==> config.mk <==
export PLATFORM = sky130hd
export DESIGN_NAME = dmem_arbiter_flat
export DESIGN_NICKNAME = d
export VERILOG_FILES = /design/src/rtl/dmem_arbiter_if.sv /design/src/rtl/dmem_arbiter.sv /design/src/flat_wrapper.sv
export SDC_FILE = /design/constraint.sdc
export NUM_CORES = 1
export LEC_CHECK = 0
export ABC_AREA = 1
export CAP_MARGIN = 20
export CORE_AREA = 2 2 163 165
export CTS_CLUSTER_DIAMETER = 30
export DETAILED_ROUTE_END_ITERATION = 10
export DIE_AREA = 0 0 165 167
export PLACE_DENSITY_LB_ADDON = 0.1
export SYNTH_ARGS = -nofsm -noshare
export SYNTH_HDL_FRONTEND = slang
export SYNTH_SLANG_ARGS = --single-unit
==> constraint.sdc <==
create_clock -name Clock -period 1.7 [get_ports Clock]
set_input_delay 0.255 -clock Clock [delete_from_list [all_inputs] [get_ports Clock]]
set_output_delay 0.255 -clock Clock [all_outputs]
set_load 0.05 [all_outputs]
==> src/rtl/dmem_arbiter_if.sv <==
// Bus bundle between the data-memory arbiter, its two requesters and the memory.
// slave: arbiter side. master: requester/memory side (testbench or surrounding SoC).
interface dmem_arbiter_if #(
    parameter int unsigned ADDR_W = 8,
    parameter int unsigned DATA_W = 64
);
    // Processor EX-stage load/store port
    logic              P_En;
    logic              P_WrEn;
    logic [ADDR_W-1:0] P_Addr;
    logic [DATA_W-1:0] P_WrData;
    logic              P_Stall;
    logic [DATA_W-1:0] P_RdData;
    logic              P_RdValid;

    // Requester 1 (network interface / host loader)
    logic              N_Req;
    logic              N_WrEn;
    logic [ADDR_W-1:0] N_Addr;
    logic [DATA_W-1:0] N_WrData;
    logic              N_Gnt;
    logic [DATA_W-1:0] N_RdData;
    logic              N_RdValid;

    // Single-ported memory
    logic              Mem_En;
    logic              Mem_WrEn;
    logic [ADDR_W-1:0] Mem_Addr;
    logic [DATA_W-1:0] Mem_WrData;
    logic [DATA_W-1:0] Mem_RdData;

    modport slave (
        input  P_En, P_WrEn, P_Addr, P_WrData,
        output P_Stall, P_RdData, P_RdValid,
        input  N_Req, N_WrEn, N_Addr, N_WrData,
        output N_Gnt, N_RdData, N_RdValid,
        output Mem_En, Mem_WrEn, Mem_Addr, Mem_WrData,
        input  Mem_RdData
    );

    modport master (
        output P_En, P_WrEn, P_Addr, P_WrData,
        input  P_Stall, P_RdData, P_RdValid,
        output N_Req, N_WrEn, N_Addr, N_WrData,
        input  N_Gnt, N_RdData, N_RdValid,
        input  Mem_En, Mem_WrEn, Mem_Addr, Mem_WrData,
        output Mem_RdData
    );
endinterface

==> src/rtl/dmem_arbiter.sv <==
// Two-port arbiter for the shared single-ported data memory.
// Processor port (P_*) and requester 1 (N_*) compete; one wins per cycle, the
// loser stalls, read data is steered back to the owner one cycle later.
// Compile-time option DMEM_ARB_RR_EN: defined -> round-robin on contention;
// undefined -> processor priority with a starvation guard (MAX_WAIT).
module dmem_arbiter #(
    parameter int unsigned ADDR_W   = 8,
    parameter int unsigned DATA_W   = 64,
    parameter int unsigned MAX_WAIT = 4
) (
    input logic           Clock,
    input logic           Reset,
    dmem_arbiter_if.slave bus
);

    typedef enum logic {OwnerP, OwnerN} owner_e;

    logic   grant_p;
    logic   grant_n;
    logic   n_wins_tie;   // requester 1 takes the memory if both request
    logic   rd_grant;
    logic   rd_pend_q;
    owner_e rd_owner_q;
    logic   p_rd_valid;
    logic   n_rd_valid;

`ifdef DMEM_ARB_RR_EN
    owner_e last_gnt_q;

    // Loser of the previous contention has priority at the next one
    assign n_wins_tie = (last_gnt_q == OwnerP);

    // Round-robin pointer moves only on contention cycles
    always_ff @(posedge Clock or posedge Reset) begin
        if (Reset) begin
            last_gnt_q <= OwnerN;
        end else if (bus.P_En && bus.N_Req) begin
            last_gnt_q <= grant_n ? OwnerN : OwnerP;
        end
    end
`else
    localparam logic [3:0] MaxWait = 4'(MAX_WAIT);

    logic [3:0] wait_q;

    assign n_wins_tie = (wait_q == MaxWait);

    // Count consecutive denied cycles of requester 1, saturating at MaxWait
    always_ff @(posedge Clock or posedge Reset) begin
        if (Reset) begin
            wait_q <= '0;
        end else if (!bus.N_Req || grant_n) begin
            wait_q <= '0;
        end else if (wait_q != MaxWait) begin
            wait_q <= wait_q + 4'd1;
        end
    end
`endif

    // Grant decision; nothing is granted while Reset is held
    always_comb begin
        grant_p = !Reset && bus.P_En && !(bus.N_Req && n_wins_tie);
        grant_n = !Reset && bus.N_Req && !grant_p;
    end

    assign bus.P_Stall = !Reset && bus.P_En && !grant_p;
    assign bus.N_Gnt   = grant_n;

    // Winner's request drives the memory; idle bus is all zero
    always_comb begin
        bus.Mem_En     = 1'b0;
        bus.Mem_WrEn   = 1'b0;
        bus.Mem_Addr   = '0;
        bus.Mem_WrData = '0;
        if (grant_p) begin
            bus.Mem_En     = 1'b1;
            bus.Mem_WrEn   = bus.P_WrEn;
            bus.Mem_Addr   = bus.P_Addr;
            bus.Mem_WrData = bus.P_WrData;
        end else if (grant_n) begin
            bus.Mem_En     = 1'b1;
            bus.Mem_WrEn   = bus.N_WrEn;
            bus.Mem_Addr   = bus.N_Addr;
            bus.Mem_WrData = bus.N_WrData;
        end
    end

    assign rd_grant = (grant_p && !bus.P_WrEn) || (grant_n && !bus.N_WrEn);

    // Remember who owns the read data arriving next cycle; reset drops it
    always_ff @(posedge Clock or posedge Reset) begin
        if (Reset) begin
            rd_pend_q  <= 1'b0;
            rd_owner_q <= OwnerP;
        end else begin
            rd_pend_q <= rd_grant;
            if (rd_grant) begin
                rd_owner_q <= grant_n ? OwnerN : OwnerP;
            end
        end
    end

    // Steer returning memory data to its owner; the other side sees zero
    always_comb begin
        p_rd_valid    = rd_pend_q && (rd_owner_q == OwnerP);
        n_rd_valid    = rd_pend_q && (rd_owner_q == OwnerN);
        bus.P_RdValid = p_rd_valid;
        bus.N_RdValid = n_rd_valid;
        bus.P_RdData  = p_rd_valid ? bus.Mem_RdData : '0;
        bus.N_RdData  = n_rd_valid ? bus.Mem_RdData : '0;
    end

endmodule

==> src/flat_wrapper.sv <==
// flat-port wrapper written by rule: the top's interface ports become plain ports
module dmem_arbiter_flat 
#(
    parameter int unsigned ADDR_W   = 8,
    parameter int unsigned DATA_W   = 64,
    parameter int unsigned MAX_WAIT = 4
)
  (Clock, Reset, bus_P_En, bus_P_WrEn, bus_P_Addr, bus_P_WrData, bus_P_Stall, bus_P_RdData, bus_P_RdValid, bus_N_Req, bus_N_WrEn, bus_N_Addr, bus_N_WrData, bus_N_Gnt, bus_N_RdData, bus_N_RdValid, bus_Mem_En, bus_Mem_WrEn, bus_Mem_Addr, bus_Mem_WrData, bus_Mem_RdData);
  dmem_arbiter_if #(.ADDR_W(ADDR_W), .DATA_W(DATA_W)) bus_i ();
  input logic Clock;
  input logic Reset;
  input wire logic [$bits(bus_i.P_En)-1:0] bus_P_En;
  input wire logic [$bits(bus_i.P_WrEn)-1:0] bus_P_WrEn;
  input wire logic [$bits(bus_i.P_Addr)-1:0] bus_P_Addr;
  input wire logic [$bits(bus_i.P_WrData)-1:0] bus_P_WrData;
  output wire logic [$bits(bus_i.P_Stall)-1:0] bus_P_Stall;
  output wire logic [$bits(bus_i.P_RdData)-1:0] bus_P_RdData;
  output wire logic [$bits(bus_i.P_RdValid)-1:0] bus_P_RdValid;
  input wire logic [$bits(bus_i.N_Req)-1:0] bus_N_Req;
  input wire logic [$bits(bus_i.N_WrEn)-1:0] bus_N_WrEn;
  input wire logic [$bits(bus_i.N_Addr)-1:0] bus_N_Addr;
  input wire logic [$bits(bus_i.N_WrData)-1:0] bus_N_WrData;
  output wire logic [$bits(bus_i.N_Gnt)-1:0] bus_N_Gnt;
  output wire logic [$bits(bus_i.N_RdData)-1:0] bus_N_RdData;
  output wire logic [$bits(bus_i.N_RdValid)-1:0] bus_N_RdValid;
  output wire logic [$bits(bus_i.Mem_En)-1:0] bus_Mem_En;
  output wire logic [$bits(bus_i.Mem_WrEn)-1:0] bus_Mem_WrEn;
  output wire logic [$bits(bus_i.Mem_Addr)-1:0] bus_Mem_Addr;
  output wire logic [$bits(bus_i.Mem_WrData)-1:0] bus_Mem_WrData;
  input wire logic [$bits(bus_i.Mem_RdData)-1:0] bus_Mem_RdData;
  assign bus_i.P_En = bus_P_En;
  assign bus_i.P_WrEn = bus_P_WrEn;
  assign bus_i.P_Addr = bus_P_Addr;
  assign bus_i.P_WrData = bus_P_WrData;
  assign bus_P_Stall = bus_i.P_Stall;
  assign bus_P_RdData = bus_i.P_RdData;
  assign bus_P_RdValid = bus_i.P_RdValid;
  assign bus_i.N_Req = bus_N_Req;
  assign bus_i.N_WrEn = bus_N_WrEn;
  assign bus_i.N_Addr = bus_N_Addr;
  assign bus_i.N_WrData = bus_N_WrData;
  assign bus_N_Gnt = bus_i.N_Gnt;
  assign bus_N_RdData = bus_i.N_RdData;
  assign bus_N_RdValid = bus_i.N_RdValid;
  assign bus_Mem_En = bus_i.Mem_En;
  assign bus_Mem_WrEn = bus_i.Mem_WrEn;
  assign bus_Mem_Addr = bus_i.Mem_Addr;
  assign bus_Mem_WrData = bus_i.Mem_WrData;
  assign bus_i.Mem_RdData = bus_Mem_RdData;
  dmem_arbiter #(.ADDR_W(ADDR_W), .DATA_W(DATA_W), .MAX_WAIT(MAX_WAIT)) u_core (.Clock(Clock), .Reset(Reset), .bus(bus_i));
endmodule
# ---- Yosys cells after proc, flatten, opt, wreduce, memory -nomap -nowiden
# Cells that the tools add are included.
dict set report classes {
  add_sub_neg 1
  reduce_logical 19
  eq_ne 2
  n_bitwise 1
  n_mux 12
}
# operator count
set ops {}
lappend ops {{$mux W64} 4}
lappend ops {{$mux W8} 2}
lappend ops {{$logic_and A1 B1 Y1} 10}
lappend ops {{$mux W4} 2}
lappend ops {{$logic_not A1 Y1} 6}
lappend ops {{$add A4 B1 Y4 const B} 1}
lappend ops {{$eq A4 B3 Y1 const B} 1}
lappend ops {{$mux W1} 4}
lappend ops {{$ne A4 B3 Y1 const B} 1}
lappend ops {{$logic_or A1 B1 Y1} 2}
lappend ops {{$reduce_bool A2 Y1} 1}
lappend ops {{$not A1 Y1} 1}
dict set report word_totals {
  elab_cells 38
  in_bits 214
  reg_bits 6
}

# ---- Longest topological paths before layout
dict set report depth {
  ltp_word 8
  mapped_depth 8
  mapped_depth_nobuf 7
}

# ---- Least setup slack after synthesis
# OpenSTA, ideal clock, no wires.
dict set report synth_path {
  kind {register -> output}
  startpoint {register u_core.rd_owner_q}
  endpoint {output bus_P_RdData[10]}
  setup_slack_ns -0.738
  path_buffers 1
  required_time_ns 1.445
  arrival_ns 2.183
  path_stages_with_launch 5
  cell_sequence {dfrtp_1 -> nor2_1 -> inv_2 -> clkbuf_1 -> nor2_1}
}
dict set report synth_between {
  elab_chain_cells 3
}
# item line
set synth_rtl {}
lappend synth_rtl {{start, declared} dmem_arbiter.sv:23} ;# owner_e rd_owner_q;
lappend synth_rtl {{start signal, assigned} dmem_arbiter.sv:94} ;# rd_owner_q <= OwnerP;
lappend synth_rtl {{start signal, assigned} dmem_arbiter.sv:98} ;# rd_owner_q <= grant_n ? OwnerN : OwnerP;
lappend synth_rtl {{$not A1 Y1} dmem_arbiter.sv:105} ;# p_rd_valid = rd_pend_q && (rd_owner_q == OwnerP);
lappend synth_rtl {{$logic_and A1 B1 Y1} dmem_arbiter.sv:105}
lappend synth_rtl {{net bus_P_RdValid} flat_wrapper.sv:18} ;# output wire logic [$bits(bus_i.P_RdValid)-1:0] bus_P_RdValid;
lappend synth_rtl {{$mux W64} dmem_arbiter.sv:109} ;# bus.P_RdData = p_rd_valid ? bus.Mem_RdData : '0;
lappend synth_rtl {{end, declared} flat_wrapper.sv:17} ;# output wire logic [$bits(bus_i.P_RdData)-1:0] bus_P_RdData;
# The timed path passes the listed nets, and every way through them passes these cells.

# ---- Final worst setup path
dict set report layout_path {
  startpoint {register u_core.wait_q[1]}
  endpoint {output bus_Mem_WrData[44]}
}
dict set report layout_between {
  elab_chain_cells 8
}
# item line
set layout_rtl {}
lappend layout_rtl {{start, declared} dmem_arbiter.sv:44} ;# logic [3:0] wait_q;
lappend layout_rtl {{start signal, assigned} dmem_arbiter.sv:55} ;# wait_q <= wait_q + 4'd1;
lappend layout_rtl {{$eq A4 B3 Y1 (*)} dmem_arbiter.sv:46} ;# assign n_wins_tie = (wait_q == MaxWait);
lappend layout_rtl {{$logic_and A1 B1 Y1 (*)} dmem_arbiter.sv:62} ;# grant_p = !Reset && bus.P_En && !(bus.N_Req && n_wins_tie);
lappend layout_rtl {{$logic_not A1 Y1 (*)} dmem_arbiter.sv:62}
lappend layout_rtl {{$logic_and A1 B1 Y1 (*)} dmem_arbiter.sv:62}
lappend layout_rtl {{$logic_not A1 Y1} dmem_arbiter.sv:63} ;# grant_n = !Reset && bus.N_Req && !grant_p;
lappend layout_rtl {{$logic_and A1 B1 Y1} dmem_arbiter.sv:63}
lappend layout_rtl {{$mux W64} dmem_arbiter.sv:80} ;# end else if (grant_n) begin
lappend layout_rtl {{$mux W64 (*)} dmem_arbiter.sv:75} ;# if (grant_p) begin
lappend layout_rtl {{end, declared} flat_wrapper.sv:29} ;# output wire logic [$bits(bus_i.Mem_WrData)-1:0] bus_Mem_WrData;
# Mark *: on every way between the ends. The rest lies on a longest branch, timed or not.

==> summary.md <==
| Metric | Value |
|---|---|
| Number of cells on the critical path | `9` |
| Routed Wire Length | `21.0 mm` |
| Row count | `59` |
| Routed len/inst | `16.4 µm` |
| Htree depth | `1` |
| Register bit total from synthesis | `6` |
| Slowest stage cell, crit path | `dfrtp_1` |
| Fmax | `513 MHz` |
| Fin. max-slew vios | `0` |
| Horiz. Die Dim | `165 µm` |
| RSZ-0062 raised after global routing | `yes` |
| Max-slew headroom | `80.5%` |
| IO Port Bufs | `419` |
| Fin crit period | `1.95 ns` |
| Startpoint class of the critical path | `flop` |
| Ant. Diodes | `0` |
| Final WS setup | `-0.251 ns` |
| I/O pins | `420` |
| Layout cell share with drive strength beyond 1 | `53.9%` |
| Critical Path, Cell by Cell | `inv_2, ha_4, nand4_4, nand2_4, buf_12, buf_12, nand3_1, nand2_4, buf_12` |
| Clk_lat worst skew | `0.22 ns` |
| Netlist Area Pre-Place | `2230 µm²` |
| Hold Crit Class | `in2async` |
| Crit-path max cell delay | `0.38 ns` |
| Number of global-route vias before repair | `4974` |
| Post-DRT Antenna Nets | `0` |
| Die height | `167 µm` |
| Crit-path most repeated cell | `buf_12` |
| VDD IR max | `0.228 mV` |
| Tcrit/Tclk final | `115%` |
| Cell family with most CP delay | `buffers and inverters` |
| Pre-antenna DRT Iters | `4` |
| Worst setup EP type | `output pin` |
| Overall routing resource usage | `14.6%` |
| Worst Path Class, Setup | `reg2out` |
| Failing checks | `negative setup slack` |
| Sink Count | `6` |
| Seq/Total Area, Yosys | `6.74%` |
| Drt drc | `0` |
| CTS tree | `done` |
| Pleak | `4.58 nW` |
| Max Clock Skew | `0.000404 ns` |
| FILL cells | `2562` |
| Post-layout util | `40.9%` |
| Area growth syn-to-layout | `373%` |
| Worst endpoint data arrival time | `1.70 ns` |
| Max Cap Violations | `0` |
| Wire length of the first global-routing pass | `30.4 mm` |
| Root Driver | `clkbuf_16` |
| Clock Tree Buf Depth | `2` |
| Crit path max fanout | `18` |
| CORE AREA | `25800 µm²` |
| Final nets | `1162` |
| Synth Instances | `503` |
| Post-DP HPWL | `17.5 mm` |
| Setup TNS | `-15.25 ns` |
| Post-DR vias/cell | `3.69` |
| Placement Setup Slack | `-0.358 ns` |
| Clock transition at path regs | `0.03 ns` |
| Req. time, crit path | `1.44 ns` |
| Net Count, Synth | `719` |
| DR iter-0 viols | `113` |
| CP Buf/Inv Count | `4` |
| Die Area | `27600 µm²` |
| Final setup vio count | `75` |
| Initial Utilization | `8.65%` |
| Cts hold-fix bufs | `0` |
| Vias | `4724` |
| GPL Wtd Cong | `0.741` |
| Slew @ Worst Pin | `0.291 ns` |
| Reg2reg path depth | `9` |
| Final Hold Fails | `0` |
| Outcome | `complete, but fails checks` |
| CTS buffer count | `3` |
| Yosys cell types | `20` |
| Pin count of the biggest net entering global routing | `48` |
| Power Density | `417 nW/µm²` |
| YS warnings | `0` |
| Total grt overflow | `0` |
| Initial antenna violation count | `0` |
| Synth Area per Inst | `4.43 µm²` |
==> worst reg2reg max path, stage by stage, from the launching register on <==
cell and delay, ns:
dfrtp_1 0.38, inv_2 0.07, ha_4 0.14, nand4_4 0.08, nand2_4 0.11, buf_12 0.16
buf_4 0.12, nand2_1 0.06, nand2_1 0.06, inv_1 0.04
==> per-layer routing <==
metal	vias to the layer above	global-route usage [%]	wire (µm)
li1	2374	-	-
met5	-	0	0
met1	2094	14.6	6810
met2	250	28.3	11400
met3	6	6.43	2710
met4	0	1.32	110
==> final timing paths <==
check                                              start                             to  slack [ns]
max in group asynchronous                          Reset   u_core.wait_q[0]$_DFFE_PP0P_        1.22
min in group Clock         u_core.rd_owner_q$_DFFE_PP0P_  u_core.rd_owner_q$_DFFE_PP0P_        0.57
min                                                Reset  u_core.rd_owner_q$_DFFE_PP0P_        0.37
max reg2reg                 u_core.wait_q[1]$_DFFE_PP0P_     u_core.rd_pend_q$_DFF_PP0_        0.38
max                         u_core.wait_q[1]$_DFFE_PP0P_             bus_Mem_WrData[44]       -0.25
min reg2reg                u_core.rd_owner_q$_DFFE_PP0P_  u_core.rd_owner_q$_DFFE_PP0P_        0.57
==> cell usage after synthesis <==
library cell | number | share of area (%)
nor2_1 | 132 | 22
clkbuf_1 | 14 | 2.4
nand3_1 | 77 | 17
nand2_2 | 1 | 0.28
nand3b_1 | 1 | 0.34
xor2_1 | 1 | 0.39
o2111ai_1 | 1 | 0.39
buf_6 | 5 | 2.5
o211ai_1 | 1 | 0.34
buf_2 | 16 | 3.6
buf_4 | 1 | 0.34
inv_1 | 79 | 13
dfrtp_1 | 6 | 6.7
nor2_2 | 2 | 0.56
nand2_1 | 158 | 27
o21ai_0 | 2 | 0.45
ha_1 | 2 | 1.1
inv_2 | 2 | 0.34
nand4_2 | 1 | 0.56
nor3_1 | 1 | 0.22
==> cell type report <==
cell class	count	area, µm²	share of cell area (%)
clock buffers	3	75.1	0.712
inverters	81	328	3.11
repair inverters	1	16.3	0.154
flip-flops and latches	6	150	1.42
repair buffers	473	6630	62.9
well taps	335	419	3.98
multi-input cells	380	2920	27.7
==> stage by stage <==
step                hold slack [ns]  area, µm²  power [mW]  instances
finish                        0.365      10500        4.40       1279
global route                  0.400      10500        4.59       1279
CTS                           0.359      10300        4.39       1278
detailed placement            0.558       9470        3.78       1260
global placement              0.557       9470        3.78       1260
floorplan                    0.0544       3180        1.89        503
==> state kept, by name, summed over array words and instances (netlist names) <==
| register | cells |
|---|---|
| u_core.wait_q | 4 |
| u_core.rd_pend_q | 1 |
| u_core.rd_owner_q | 1 |
==> cells by family after synthesis <==
logic type               Yosys count  synth area share, %
buffers and inverters            117                 22.5
AND/OR/NAND/NOR                  373                 68.1
flip-flops                         6                 6.74
AO/OA/AOI/OAI                      4                 1.18
adder cells (fa/ha/maj)            2                 1.12
XOR/XNOR                           1                0.393
==> timing repair <==
item | CTS | global route
buffers inserted | 5 | 0
pin swaps | 12 | 2
resized for setup | 123 | 56
endpoints found under the setup margin | 118 | 117
hold endpoints to repair | 0 | 0
gates cloned | 10 | 1
==> power breakdown <==
part           switching [mW]  leakage (nW)  total (mW)  internal (mW)
clock                  0.0705        0.0370       0.371          0.301
sequential             0.0107        0.0788       0.165          0.155
combinational            2.04          4.46        3.86           1.82
total                    2.12          4.58        4.40           2.28
==> cell usage in the layout, fill, tap and decap left out, drive strengths merged, types with 2 or more instances in the layout <==
cell,netlist,layout
inv,81,82
dlygate4sd2,0,3
clkdlybuf4s50,0,210
nor2,134,134
clkbuf,14,4
nand3,77,77
buf,22,258
o21ai,2,2
ha,2,2
dfrtp,6,6
nand2,159,159
Power figures use the tool's default switching activity.
